==> config.mk <==
export PLATFORM = sky130hd
export DESIGN_NAME = adam_apb_pause_tgt
export DESIGN_NICKNAME = d
export VERILOG_FILES = /design/src/rtl/adam_pause_pkg.sv /design/src/rtl/adam_apb_xfer_tracker.sv /design/src/rtl/adam_apb_pause_tgt.sv
export SDC_FILE = /design/constraint.sdc
export NUM_CORES = 1
export LEC_CHECK = 0
export BUFFER_PORTS_ARGS = -buffer_cell sky130_fd_sc_hd__buf_4
export CAP_MARGIN = 20
export CELL_PAD_IN_SITES_DETAIL_PLACEMENT = 1
export CELL_PAD_IN_SITES_GLOBAL_PLACEMENT = 2
export CORE_MARGIN = 2
export CORE_UTILIZATION = 10
export DETAILED_ROUTE_END_ITERATION = 10
export PLACE_DENSITY_LB_ADDON = 0.1
export SYNTH_ARGS = -nofsm -noshare
export SYNTH_HDL_FRONTEND = slang
export SYNTH_SLANG_ARGS = --single-unit
==> constraint.sdc <==
create_clock -name clk -period 2.04 [get_ports clk]
set_clock_uncertainty 0.1 [all_clocks]
set_input_delay 0 -clock clk [delete_from_list [all_inputs] [get_ports clk]]
set_output_delay 0 -clock clk [all_outputs]
set_load 0.02 [all_outputs]
==> src/rtl/adam_pause_pkg.sv <==
// Shared types for the pause/reset responders: target state encoding and
// the drain-counter width helper.
package adam_pause_pkg;

    typedef enum logic [1:0] {
        RUN    = 2'd0,
        DRAIN  = 2'd1,
        PAUSED = 2'd2
    } pause_tgt_state_t;

    // Counter must hold DRAIN_CYCLES; never narrower than one bit.
    function automatic int cnt_width(input int drain);
        return (drain < 1) ? 1 : $clog2(drain + 1);
    endfunction

endpackage

==> src/rtl/adam_apb_xfer_tracker.sv <==
// Tracks whether an APB transfer has been forwarded downstream and derives
// the forwarded psel/penable; a gated transfer restarts with a fresh setup.
module adam_apb_xfer_tracker (
    input  logic clk,
    input  logic rst,
    input  logic run,
    input  logic slv_psel,
    input  logic mst_pready,
    output logic xfer_open,
    output logic mst_psel,
    output logic mst_penable
);

    // An open transfer is always allowed to finish, regardless of run.
    assign mst_psel    = slv_psel & (run | xfer_open);
    assign mst_penable = mst_psel & xfer_open;

    always_ff @(posedge clk or posedge rst) begin
        if (rst) begin
            xfer_open <= 1'b0;
        end else if (mst_psel && !mst_penable) begin
            xfer_open <= 1'b1;
        end else if (mst_penable && mst_pready) begin
            xfer_open <= 1'b0;
        end
    end

endmodule

==> src/rtl/adam_apb_pause_tgt.sv <==
// APB target-side pause responder: drains the open transfer, waits
// DRAIN_CYCLES idle cycles, then acks. Optional ADAM_APB_PAUSE_TGT_ERR_EN.
module adam_apb_pause_tgt
    import adam_pause_pkg::*;
#(
    parameter int ADDR_WIDTH   = 32,
    parameter int DATA_WIDTH   = 32,
    parameter int DRAIN_CYCLES = 4
) (
    input  logic                    clk,
    input  logic                    rst,
    input  logic                    pause_req,
    output logic                    pause_ack,
    input  logic                    slv_psel,
    input  logic                    slv_penable,
    input  logic                    slv_pwrite,
    input  logic [ADDR_WIDTH-1:0]   slv_paddr,
    input  logic [DATA_WIDTH-1:0]   slv_pwdata,
    input  logic [DATA_WIDTH/8-1:0] slv_pstrb,
    output logic                    slv_pready,
    output logic                    slv_pslverr,
    output logic [DATA_WIDTH-1:0]   slv_prdata,
    output logic                    mst_psel,
    output logic                    mst_penable,
    output logic                    mst_pwrite,
    output logic [ADDR_WIDTH-1:0]   mst_paddr,
    output logic [DATA_WIDTH-1:0]   mst_pwdata,
    output logic [DATA_WIDTH/8-1:0] mst_pstrb,
    input  logic                    mst_pready,
    input  logic                    mst_pslverr,
    input  logic [DATA_WIDTH-1:0]   mst_prdata
);

    localparam int CW = cnt_width(DRAIN_CYCLES);
    localparam logic [CW-1:0] DRAIN_LD = CW'(DRAIN_CYCLES);

    pause_tgt_state_t state_q, state_d;
    logic [CW-1:0]    cnt_q, cnt_d;
    logic             ack_d;
    logic             xfer_open;
    logic             err_rsp;

    adam_apb_xfer_tracker u_trk (
        .clk         (clk),
        .rst         (rst),
        .run         (state_q == RUN),
        .slv_psel    (slv_psel),
        .mst_pready  (mst_pready),
        .xfer_open   (xfer_open),
        .mst_psel    (mst_psel),
        .mst_penable (mst_penable)
    );

    assign mst_pwrite = slv_pwrite;
    assign mst_paddr  = slv_paddr;
    assign mst_pwdata = slv_pwdata;
    assign mst_pstrb  = slv_pstrb;

`ifdef ADAM_APB_PAUSE_TGT_ERR_EN
    // A fresh access phase while not running is refused locally.
    assign err_rsp = slv_psel & slv_penable & ~xfer_open & (state_q != RUN);
`else
    logic unused_penable;
    assign unused_penable = slv_penable;
    assign err_rsp        = 1'b0;
`endif

    assign slv_pready  = (mst_pready & mst_penable) | err_rsp;
    assign slv_pslverr = (mst_penable & mst_pslverr) | err_rsp;
    assign slv_prdata  = mst_penable ? mst_prdata : '0;

    always_ff @(posedge clk or posedge rst) begin
        if (rst) begin
            state_q   <= PAUSED;
            cnt_q     <= '0;
            pause_ack <= 1'b1;
        end else begin
            state_q   <= state_d;
            cnt_q     <= cnt_d;
            pause_ack <= ack_d;
        end
    end

    always_comb begin
        state_d = state_q;
        cnt_d   = cnt_q;
        ack_d   = pause_ack;
        unique case (state_q)
            RUN: begin
                if (pause_req) begin
                    state_d = DRAIN;
                    cnt_d   = DRAIN_LD;
                end
            end
            DRAIN: begin
                // Idle countdown restarts whenever a transfer is still open.
                if (!pause_req) begin
                    state_d = RUN;
                end else if (xfer_open) begin
                    cnt_d = DRAIN_LD;
                end else if (cnt_q == '0) begin
                    state_d = PAUSED;
                    ack_d   = 1'b1;
                end else begin
                    cnt_d = cnt_q - CW'(1);
                end
            end
            PAUSED: begin
                if (!pause_req) begin
                    state_d = RUN;
                    ack_d   = 1'b0;
                end
            end
            default: state_d = PAUSED;
        endcase
    end

endmodule

Word-level counts from Yosys, hierarchy flattened
Cells that the tools add are included.
{ "totals": {"reg_bits": 7, "input_bits": 108, "wordCells": 50} }
{ "op_classes": {"add_sub_neg": 1, "n_eq_ne": 10, "muxes": 19, "bitwise": 5, "reduce_logical": 11} }
{ "op_table": {"columns": ["cell", "n"], "rows": [
  ["two-way mux 32 bit", 1],
  ["two-way mux 3 bit", 4],
  ["two-way mux 2 bit", 5],
  ["inequality test 2 bit, second input constant", 5],
  ["AND reduction 4 bit", 2],
  ["two-way mux 1 bit", 6],
  ["inequality test 3 bit, second input constant", 2],
  ["case mux 2 bit (3 select lines)", 1],
  ["case mux 3 bit (2 select lines)", 1],
  ["nonzero test 2 bit", 3],
  ["AND reduction 5 bit", 1],
  ["AND 1 bit", 4],
  ["logical NOT 3 bit", 1],
  ["inequality test 3 x 2 -> 1 bit, second input constant", 1],
  ["subtractor 3 x 1 -> 3 bit, second input constant", 1],
  ["equality test 2 x 1 -> 1 bit, second input constant", 1],
  ["equality test 2 bit, second input constant", 1],
  ["logical AND 1 bit", 2],
  ["logical NOT 2 bit", 1],
  ["case mux 1 bit (2 select lines)", 1],
  ["logical NOT 1 bit", 1],
  ["bitwise OR 1 bit", 1]
]} }

Logic depth before layout (Yosys ltp)
{ "depth": {"word_depth": 7, "depth_mapped": 5, "mapped_depth_nobuf": 5} }

Modules after synthesis
A second synthesis with hierarchy kept.
{ "unflattened": {"hier_cells": 143, "area_unflattened_um2": 1113.6} }
{ "modules_own_cells": {"columns": ["mod", "n_inst", "cells_each", "area_each_um2"], "rows": [
  ["adam_apb_pause_tgt", 1, 137, 1058.5],
  ["adam_apb_xfer_tracker", 1, 6, 55.1]
]} }

Worst setup path before layout
OpenSTA, ideal clock, no wires.
{ "synth_timing": {"path_kind": "reg-to-reg", "startpoint": "register cnt_q[0]", "endpoint": "register cnt_q[0]", "setup_ns": 0.125, "arrival_time_ns": 1.251, "required_time_ns": 1.815, "slack_ns": 0.564, "stages_incl_launch_ff": 6, "n_path_buf": 0, "synth_period_minus_slack_ns": 1.476, "cell_sequence": "dfrtp_1 inv_1 ha_1 nor3b_4 a21oi_2 mux2_4"} }
{ "synth_between": {"elab_chain_cells": 5, "elab_cells_between_ends": 8, "classes_between": "add/sub (1); eq/ne (1); mux (4); reduce/logical (2)"} }
{ "synth_rtl": {"columns": ["item", "line", "source"], "rows": [
  ["from (decl)", "adam_apb_pause_tgt.sv:38", "logic [CW-1:0] cnt_q, cnt_d;"],
  ["from (signal assigned)", "adam_apb_pause_tgt.sv:79", "cnt_q <= cnt_d;"],
  ["subtractor 3 x 1 -> 3 bit", "adam_apb_pause_tgt.sv:105", "cnt_d = cnt_q - CW'(1);"],
  ["two-way mux 3 bit", "adam_apb_pause_tgt.sv:101", "end else if (cnt_q == '0) begin"],
  ["two-way mux 3 bit", "adam_apb_pause_tgt.sv:99", "end else if (xfer_open) begin"],
  ["two-way mux 3 bit", "adam_apb_pause_tgt.sv:97", "if (!pause_req) begin"],
  ["case mux 3 bit (2 select lines)", "adam_apb_pause_tgt.sv:88", "unique case (state_q)"]
]} }
Parallel ways exist; a longest one is shown, timed or not. The select of a mux whose other input is x is not followed.
A chain may end at the register's enable or synchronous reset.

Final worst setup path
{ "layout_timing": {"startpoint": "register cnt_q[0]", "endpoint": "register cnt_q[1]"} }
The elaborated chain is that of the path after synthesis.

==> reports/metrics.yaml <==
worst_hold_path:
  hold-path-cell-count: 3
  min_from: "mst_pready"
  hp-class: "input pin to flip-flop"
floorplan:
  coreArea_sq_um: 10940
  rows: 38
  die_w_microns: 110.4
  start_util_pct: 10.35
  fp.dieH_microns: 110.4
  io-pin-count: 214
  die-area_sq_um: 12190
routing:
  ant_nets: 0
  drt-initial-drc-count: 10
  drcViolationCount: 0
  wl_met2_microns: 2497
  wirelength_microns: 4762
  routed-wl-met3_microns: 767
  drt_pass1_iterations: 4
  vias_per_cell: 3.478
  drt-met1-wl_microns: 1451
  vias: 1252
  dr.max_layer_used: "met4"
  wl_per_cell_microns: 13.23
placement:
  port_buffers: 74
  dp_hpwl_microns: 3235
  routabilityCongestion: 0.6992
power_and_ir_drop:
  switching_share_pct: 43.51
  intPower_w: 0.0009589
  p_per_area_nw_per_um2: 804.1
  leakagePower_nw: 1.072
  ir_drop_mv: 0.4561
  pwr-share-seq_pct: 16.4
  switchingPower_w: 0.0007385
  pwr-share-clk_pct: 20.3
  power.total_w: 0.001697
  power_frac_comb_pct: 63.3
synth:
  synth_flop_cell: "dfrtp_1"
  synth-edff-count: 0
  synthTopCellsByArea: "buf_4, and3_1, dfrtp_1, dfstp_2, mux2_4"
  synth_nets: 256
  ys.warnings.count: 0
  synthTopCellsByCount: "buf_4, and3_1, dfrtp_1, nor2_1"
  syn_area_sq_um: 1132
  yosysMostFrequentCell: "buf_4"
  yosysTopAreaCell: "buf_4"
  yosysSeqAreaShare_pct: 15.69
  syn_avg_cell_area_sq_um: 7.756
  async_reset_ff_share_pct: 100.0
  synth-seq-cells: 7
  synth.top_cell.area_share_pct: 45.75
  syn-instance-count: 146
  ys_types: 21
setup_path:
  r2r_start: "cnt_q[0]$_DFFE_PP0P_"
  reg2reg_depth: 5
  cp_top_family: "flip-flops"
  setup.worst_path.class: "flip-flop to flip-flop"
  arrival_ns: 1.58
  path_max_fanout: 3
  worst_setup_path_start_kind: "flip-flop"
  crit_buf_inv: 1
  worstPathRequired_ns: 2.06
  crit_chain: "inv_1 > ha_1 > nor3b_4 > a21oi_2 > mux2_4"
  crit_path_top_delay_cell: "dfrtp_1"
  max_stage_delay_ns: 0.35
  crit_cells: 5
  cp-end-kind: "flip-flop"
  startpoint: "cnt_q[0]$_DFFE_PP0P_"
flow_run:
  maxCapViolations: 0
clock_tree:
  htreeDepth: 1
  cts_resized: 0
  clk_root_buffer_cell: "clkbuf_16"
  clock_path_buffers: 2
  cts_tree: "done"
  clock_sink_count: 7
  worstSkewPairLatency_ns: 0.24
  clk_pin_slew_ns: 0.04
  cts_made_buffers: 3
finish:
  area_growth_pct: 86.41
  layout-drive-gt1-share_pct: 38.18
  diodes: 0
  nNetsFinal: 331
global_route:
  overflow: 0
  grt.total_usage_pct: 6.995
  grt_pass1_wl_microns: 6982
  grt_pass1_vias: 1422
  grt_max_degree: 39
  antenna_found_initial: 0
timing:
  finalHoldViolCount: 0
  fin_crit_ns: 1.558
  setup_viol_count_final: 0
  maxSlewViolCount: 0
  worst_pin_slew_ns: 0.3201
  fin_tns_setup_ns: 0
  max_freq_mhz: 641.8
  grt_setup_unrepaired: "no"
  relSlewSlack_pct: 78.64
  finalCritPeriodShare_pct: 76.38
run_status:
  status: "complete, no violations"
-- area by class of cell --
class	count	area, sq um
multi-input cells	59	390.4
clock buffers	4	78.83
well taps	140	175.2
repair buffers	146	1274
inverters	4	15.01
flip-flops and latches	7	177.7
fillers	1286	8825
-- layout by cell type (no fill, tap or decap) --
cell / count
and2_1: 1
a21oi_1: 3
a31oi_1: 1
and3_1: 34
nand2b_1: 2
nor3b_4: 1
dfrtp_1: 5
buf_4: 75
dlygate4sd3_1: 71
nor2_1: 5
o21ai_1: 1
inv_1: 4
clkbuf_1: 1
nand2_1: 1
o21ai_0: 3
clkbuf_16: 3
o21a_1: 1
dfstp_2: 2
ha_1: 2
a21oi_2: 1
mux2_4: 2
nand3_1: 1
-- logic make-up after synthesis --
logic type	synth area share [%]
buffers and inverters	49.83
and+or+nand+nor	24.53
AOI/OAI and AO/OA	5.082
DFF	15.69
muxes	2.652
adders and majority gates	2.210
-- worst min-delay path: cells and delay by family --
kind	cells	cell delay [ns]
buffers and inverters	1	0.07
and+or+nand+nor	2	0.22
-- state kept, by name, indices dropped and copies added, names as in the netlist --
name and count:
cnt_q 3, state_q 2, pause_ack 1, u_trk.xfer_open 1
-- power groups by stage --
| stage | clock network, W | registers (W) | logic (W) |
|---|---|---|---|
| after floorplan | 0 | 0.000277 | 0.000718 |
| after CTS | 0.000354 | 0.000280 | 0.00110 |
| after detailed placement | 0 | 0.000281 | 0.000880 |
| after global placement | 0 | 0.000281 | 0.000882 |
| after global routing | 0.000360 | 0.000290 | 0.00117 |
| final | 0.000345 | 0.000278 | 0.00107 |
-- path summary, 6_finish.rpt --
path / end / slack [ns]
max: cnt_q[1]$_DFFE_PP0P_ / 0.48
min: u_trk.xfer_open$_DFFE_PP0P_ / 0.0008
max reg2reg: cnt_q[1]$_DFFE_PP0P_ / 0.48
min reg2reg: cnt_q[1]$_DFFE_PP0P_ / 0.41
max in group asynchronous: state_q[1]$_DFFE_PP1P_ / 1.38
min in group asynchronous: cnt_q[0]$_DFFE_PP0P_ / 0.18
-- per-layer routing --
layer,track usage (%),vias up
li1,-,557
met1,6.171,578
met2,13.05,111
met3,4.446,6
met4,2.000,0
met5,0,-
-- stage by stage --
step           hold slack (ns)  instance area [sq um]  utilization (%)  setup slack, ns  std cells
5_1_grt                0.03913                   2111            19.30           0.3907        360
2_1_floorplan          -0.2981                   1132                -           0.5639        146
6_report             0.0007704                   2111            19.30           0.4819        360
4_1_cts                0.01337                   2111            19.30           0.4627        360
3_3_place_gp           -0.1288                   1321            12.08           0.4704        285
3_5_place_dp           -0.1203                   1321            12.08           0.4659        285
-- repair_timing --
| action | in CTS | in global routing |
|---|---|---|
| hold buffers | 71 | 0 |
| endpoints found under the hold margin | 77 | 0 |
| buffers inserted | 0 | 0 |
Power figures use the tool's default switching activity.
